[config.mk]
export PLATFORM = sky130hd
export DESIGN_NAME = bram_port_arbiter
export DESIGN_NICKNAME = d
export VERILOG_FILES = /design/src/rtl/bram_arb_pkg.sv /design/src/rtl/bram_rd_tag_pipe.sv /design/src/rtl/bram_port_arbiter.sv
export SDC_FILE = /design/constraint.sdc
export NUM_CORES = 1
export LEC_CHECK = 0
export CAP_MARGIN = 15
export CORE_MARGIN = 5
export CORE_UTILIZATION = 39
export DETAILED_ROUTE_END_ITERATION = 8
export PLACE_DENSITY = 0.94
export SLEW_MARGIN = 20
export SYNTH_ARGS = -nofsm -noshare
export SYNTH_HDL_FRONTEND = slang
export SYNTH_SLANG_ARGS = --single-unit
[constraint.sdc]
create_clock -name clk -period 3.5 [get_ports clk]
set_input_delay 0.7 -clock clk [delete_from_list [all_inputs] [get_ports clk]]
set_output_delay 0.7 -clock clk [all_outputs]
set_load 0.01 [all_outputs]
[src/rtl/bram_arb_pkg.sv]
// Shared types for the BRAM Port B arbiter.
//   req_id_e : requester identity (REQ_PS = AXI-Lite bridge, REQ_PL = acquisition engine)
//   rd_tag_t : read-return tag {valid, id} carried alongside the BRAM read latency
//   BRAM_DATA_WIDTH / BRAM_BE_WIDTH : default data width and its byte-enable width
package bram_arb_pkg;

    localparam int unsigned BRAM_DATA_WIDTH = 32;
    localparam int unsigned BRAM_BE_WIDTH   = BRAM_DATA_WIDTH / 8;

    typedef enum logic {
        REQ_PS = 1'b0,
        REQ_PL = 1'b1
    } req_id_e;

    typedef struct packed {
        logic    valid;
        req_id_e id;
    } rd_tag_t;

endpackage

[src/rtl/bram_rd_tag_pipe.sv]
// Fixed-depth shift register of read tags. A tag entering on an accept leaves DEPTH cycles
// later, lined up with the BRAM read data it describes.
//   clk, rst : clock, asynchronous active-high reset (clears all in-flight tags)
//   tag_in   : tag captured every cycle (invalid tag when nothing to track)
//   tag_out  : oldest tag in the pipe
module bram_rd_tag_pipe
    import bram_arb_pkg::*;
#(
    parameter int unsigned DEPTH = 2
) (
    input  logic    clk,
    input  logic    rst,
    input  rd_tag_t tag_in,
    output rd_tag_t tag_out
);

    rd_tag_t [DEPTH-1:0] pipe_q;

    // Index 0 holds the newest tag; DEPTH is always at least 2 (1 + read latency).
    always_ff @(posedge clk or posedge rst) begin
        if (rst) begin
            pipe_q <= '0;
        end else begin
            pipe_q <= {pipe_q[DEPTH-2:0], tag_in};
        end
    end

    assign tag_out = pipe_q[DEPTH-1];

endmodule

[src/rtl/bram_port_arbiter.sv]
// Round-robin arbiter sharing one BRAM port between requester 0 (PS bridge) and
// requester 1 (PL engine), with a bounded grant lock for requester 1 bursts.
//   rq_valid/rq_ready/rq_we/rq_addr/rq_wdata : per-requester access handshake and fields
//   rq_lock      : requester 1 asks to keep the grant across consecutive accesses
//   rs_valid     : per-requester read-data strobe; rs_rdata shared read data
//   bram_*       : registered BRAM Port B drive; bram_dout is the BRAM read data
//   lock_timeout : one-cycle pulse when a held lock is broken in favour of requester 0
module bram_port_arbiter
    import bram_arb_pkg::*;
#(
    parameter int unsigned ADDR_WIDTH   = 16,
    parameter int unsigned DATA_WIDTH   = BRAM_DATA_WIDTH,
    parameter int unsigned READ_LATENCY = 1,
    parameter int unsigned MAX_LOCK     = 64
) (
    input  logic                         clk,
    input  logic                         rst,
    input  logic [1:0]                   rq_valid,
    output logic [1:0]                   rq_ready,
    input  logic [1:0][DATA_WIDTH/8-1:0] rq_we,
    input  logic [1:0][ADDR_WIDTH-1:0]   rq_addr,
    input  logic [1:0][DATA_WIDTH-1:0]   rq_wdata,
    input  logic                         rq_lock,
    output logic [1:0]                   rs_valid,
    output logic [DATA_WIDTH-1:0]        rs_rdata,
    output logic                         bram_clk,
    output logic                         bram_rst,
    output logic                         bram_en,
    output logic [DATA_WIDTH/8-1:0]      bram_we,
    output logic [ADDR_WIDTH-1:0]        bram_addr,
    output logic [DATA_WIDTH-1:0]        bram_din,
    input  logic [DATA_WIDTH-1:0]        bram_dout,
    output logic                         lock_timeout
);

    localparam int unsigned              BE_W       = DATA_WIDTH / 8;
    localparam int unsigned              CNT_W      = $clog2(MAX_LOCK + 1);
    localparam logic [CNT_W-1:0]         LOCK_LIMIT = CNT_W'(MAX_LOCK);
    localparam logic [ADDR_WIDTH-1:0]    WORD_MASK  = ~ADDR_WIDTH'(3);

    req_id_e                 last_q, last_d;
    logic [CNT_W-1:0]        lock_cnt_q, lock_cnt_d;
    logic                    lock_hold;
    logic                    lock_expired;
    logic [1:0]              accept;
    logic                    any_accept;
    logic                    gnt_sel;

    logic                    bram_en_q;
    logic [BE_W-1:0]         bram_we_q;
    logic [ADDR_WIDTH-1:0]   bram_addr_q;
    logic [DATA_WIDTH-1:0]   bram_din_q;

    rd_tag_t                 tag_in, tag_out;

    // Grant: an expired lock forces requester 0; otherwise a tie goes to the lock holder or
    // to whoever was not granted last. A lone requester is simply granted.
    always_comb begin
        rq_ready     = 2'b00;
        lock_expired = (lock_cnt_q == LOCK_LIMIT);
        lock_hold    = rq_lock && (last_q == REQ_PL);
        if (!rst) begin
            if (lock_expired && rq_valid[0]) begin
                rq_ready = 2'b01;
            end else if (rq_valid == 2'b11) begin
                rq_ready = (lock_hold || (last_q == REQ_PS)) ? 2'b10 : 2'b01;
            end else begin
                rq_ready = rq_valid;
            end
        end
    end

    assign accept       = rq_valid & rq_ready;
    assign any_accept   = |accept;
    assign gnt_sel      = accept[1];
    assign lock_timeout = lock_expired && accept[0];

    always_comb begin
        last_d = last_q;
        if (any_accept) begin
            last_d = req_id_e'(gnt_sel);
        end

        // Only requester-1 grants that actually make requester 0 wait count against the lock.
        lock_cnt_d = lock_cnt_q;
        if (!rq_lock || accept[0]) begin
            lock_cnt_d = '0;
        end else if (accept[1] && rq_valid[0]) begin
            lock_cnt_d = lock_cnt_q + CNT_W'(1);
        end

        tag_in = '{valid: 1'b0, id: REQ_PS};
        if (any_accept && (rq_we[gnt_sel] == '0)) begin
            tag_in = '{valid: 1'b1, id: req_id_e'(gnt_sel)};
        end
    end

    always_ff @(posedge clk or posedge rst) begin
        if (rst) begin
            last_q      <= REQ_PL;
            lock_cnt_q  <= '0;
            bram_en_q   <= 1'b0;
            bram_we_q   <= '0;
            bram_addr_q <= '0;
            bram_din_q  <= '0;
        end else begin
            last_q     <= last_d;
            lock_cnt_q <= lock_cnt_d;
            bram_en_q  <= any_accept;
            if (any_accept) begin
                bram_we_q   <= rq_we[gnt_sel];
                bram_addr_q <= rq_addr[gnt_sel] & WORD_MASK;
                bram_din_q  <= rq_wdata[gnt_sel];
            end else begin
                bram_we_q <= '0;
            end
        end
    end

    bram_rd_tag_pipe #(
        .DEPTH (1 + READ_LATENCY)
    ) u_tag_pipe (
        .clk     (clk),
        .rst     (rst),
        .tag_in  (tag_in),
        .tag_out (tag_out)
    );

    assign rs_valid[0] = tag_out.valid && (tag_out.id == REQ_PS);
    assign rs_valid[1] = tag_out.valid && (tag_out.id == REQ_PL);
    assign rs_rdata    = bram_dout;

    assign bram_clk  = clk;
    assign bram_rst  = rst;
    assign bram_en   = bram_en_q;
    assign bram_we   = bram_we_q;
    assign bram_addr = bram_addr_q;
    assign bram_din  = bram_din_q;

endmodule

==> flow_summary.json <==
{
  "status": "finished, final reports clean",
  "synth-seq-cells": 63,
  "grt_pass1_wl_mm": 16.5,
  "antenna_found_initial": 0,
  "maxSlewHeadroom_pct": 45.0,
  "ant_nets": 0,
  "grt_usage_pct": 18.5,
  "synth_ff_type": "dfrtp_1",
  "clock.fmax_mhz": 322,
  "cpPeakStageDelay_ps": 470,
  "mappedNetlistArea_um2": 3460,
  "cp_cell_sequence": "clkbuf_8 -> clkbuf_8 -> clkdlybuf4s50_1",
  "cp_max_fo": 2,
  "synth-xor-area-share_pct": 1.26,
  "hold_depth": 0,
  "worstMarginPinSlew_ps": 825,
  "maxCapViolations": 0,
  "ys_top_cells_by_count": "dfrtp_1, a21oi_2, nand2_1, nor2_1",
  "drc": 0,
  "setup_viol": 0,
  "seq_power_share_pct": 39.2,
  "synth_mux_area_share_pct": 0,
  "yosysWarnings": 0,
  "synthAdderAreaFrac_pct": 0.723,
  "synth_cells": 375,
  "routabilityCongestion": 0.808,
  "synth_area_per_cell_um2": 9.24,
  "die_w_um": 104,
  "cts_setup_buffers": 0,
  "syn2layout_area_growth_pct": 47.7,
  "min_path_type": "flip-flop to flip-flop",
  "setup_tns_ps": 0,
  "synthTopCellsByArea": "dfrtp_1, a21oi_2, buf_4",
  "power_frac_clock_pct": 34.5,
  "die_h_um": 104,
  "comb_power_share_pct": 26.3,
  "core_um2": 8680,
  "clk_latency_ps": 430,
  "n_antenna_cell": 0,
  "min_period_ps": 3140,
  "r2r_slack_ps": 1150,
  "synth_compound_area_share_pct": 22.8,
  "synth.most_common_cell": "dfrtp_1",
  "cts_resized": 0,
  "synth_top_family_by_area": "compound AO/OA/AOI/OAI gates",
  "critPathArrivalTime_ps": 2440,
  "cts_tree": "built",
  "setup_slack_ps": 359,
  "rsz0062_at_grt": "false",
  "place_worst_setup_slack_ps": 386,
  "worstSetupStartpointType": "clock port",
  "synthSimpleGateAreaFrac_pct": 16.5,
  "setup.worst_path.class": "clock port to output pin",
  "drt_iter0_drc": 88,
  "path_common_cell": "clkbuf_8",
  "fin_crit_sh_pct": 89.8,
  "numPortBuffers": 162,
  "switching_share_pct": 27.2,
  "slew_viol_final": 0,
  "ys_seq_area_share_pct": 45.6,
  "layout.nets": 645,
  "reg2reg_depth": 8,
  "critPathSlowestCell": "clkdlybuf4s50_1",
  "grt_max_degree": 64,
  "firstDrtPassIters": 4,
  "ir_drop_v": 0.000251,
  "synth_edf_count": 0,
  "avgViaCountPerCell": 5.04,
  "pin_count": 233,
  "yosysTopAreaCellShare_pct": 44.8,
  "hpwl_mm": 7.04,
  "grt_pass1_vias": 3382,
  "end_kind": "output pin",
  "multiInputGateArea_um2": 1450,
  "start_util_pct": 39.9,
  "hold_violations": 0,
  "synth-async-reset-ratio_pct": 100,
  "synth.distinct_cells": 34,
  "power_density_nw_per_um2": 424,
  "regArea_um2": 1580,
  "dr_total_vias": 3095,
  "required_ps": 2800,
  "p_leak_nw": 2.10,
  "rows": 34,
  "totalWireLength_mm": 9.84,
  "grt_overflow": 0,
  "fillers": 740,
  "final_layout_size_suffix_gt1_share_pct": 19.2,
  "holdBufCountCts": 0,
  "clkSlewWorstSetupHoldPaths_ps": 70,
  "die_area_um2": 10900,
  "avgRoutedWirePerCell_um": 16.0,
  "internal_power_mw": 1.58,
  "synth_area_leader_cell": "dfrtp_1",
  "skew_ps": 12.1,
  "p_sw_uw": 591
}
placed cells by master (no fill, tap or decap), drive strengths merged, types with 5 or more instances in the layout:
cell           instances
clkbuf                14
clkdlybuf4s50        162
a21oi                 97
nor2                  49
dfrtp                 62
buf                    8
nand2                 57
o21ai                  5
xnor2                  5
nor3                   8
inv                    8
area by class of cell:
| type | count | area share, % |
|---|---|---|
| clock buffers | 15 | 3.96 |
| clock inverters | 4 | 0.880 |
| inverters | 8 | 0.685 |
| multi-input cells | 247 | 28.3 |
| flip-flops and latches | 63 | 30.8 |
| well taps | 108 | 2.64 |
| repair buffers | 169 | 32.7 |
final timing paths:
path | startpoint | end
worst min-delay path | u_tag_pipe.pipe_q[0] | u_tag_pipe.tag_out[0]
worst max-delay path | clk | bram_clk
max in group asynchronous | rst | lock_cnt_q[2]
min in group asynchronous | rst | bram_din[30]
worst max register to register | lock_cnt_q[0] | bram_din[28]
worst min register to register | u_tag_pipe.pipe_q[0] | u_tag_pipe.tag_out[0]
state kept, by name, indices dropped and copies added, names as in the netlist:
signal,cells
bram_din,32
bram_addr,14
lock_cnt_q,7
bram_we,4
u_tag_pipe.pipe_q,2
u_tag_pipe.tag_out,2
bram_en,1
last_q,1
power groups by stage:
stage	combinational, mW	clock [mW]	sequential, mW
4_1_cts	0.580	0.776	0.851
2_1_floorplan	0.249	0.0235	0.900
6_report	0.570	0.748	0.851
5_1_grt	0.619	0.811	0.861
3_5_place_dp	0.578	0.0291	0.865
3_3_place_gp	0.562	0.0291	0.860
per-stage QoR:
stage | util (%) | hold slack (ps) | power [mW] | area [µm²] | cells
floorplan | - | 331 | 1.17 | 3470 | 376
global placement | 56.2 | 332 | 1.45 | 4880 | 596
detailed placement | 56.2 | 356 | 1.47 | 4880 | 596
CTS | 59.0 | 372 | 2.21 | 5120 | 614
global route | 59.0 | 377 | 2.29 | 5120 | 614
finish | 59.0 | 365 | 2.17 | 5120 | 614
layer usage:
layer  share of wire [%]  vias up  track usage (%)
met5                   0        -                0
met4                 3.1        0             9.53
met3                 7.3       32             5.96
met2                  51      144             32.2
met1                  39     1457             20.0
li1                    -     1462                -
logic make-up (layout without fill, tap and decap cells):
group,count (synthesis),in the layout
compound gates,107,107
xor+xnor,5,5
fa+ha+maj,2,2
buf+inv,66,196
flops,63,63
other cells,1,2
simple gates,131,131
critical path, delay by kind of cell:
kind	cells	cell delay [ps]
buf+inv	3	700
No activity file was read; power rests on OpenSTA's default activity.
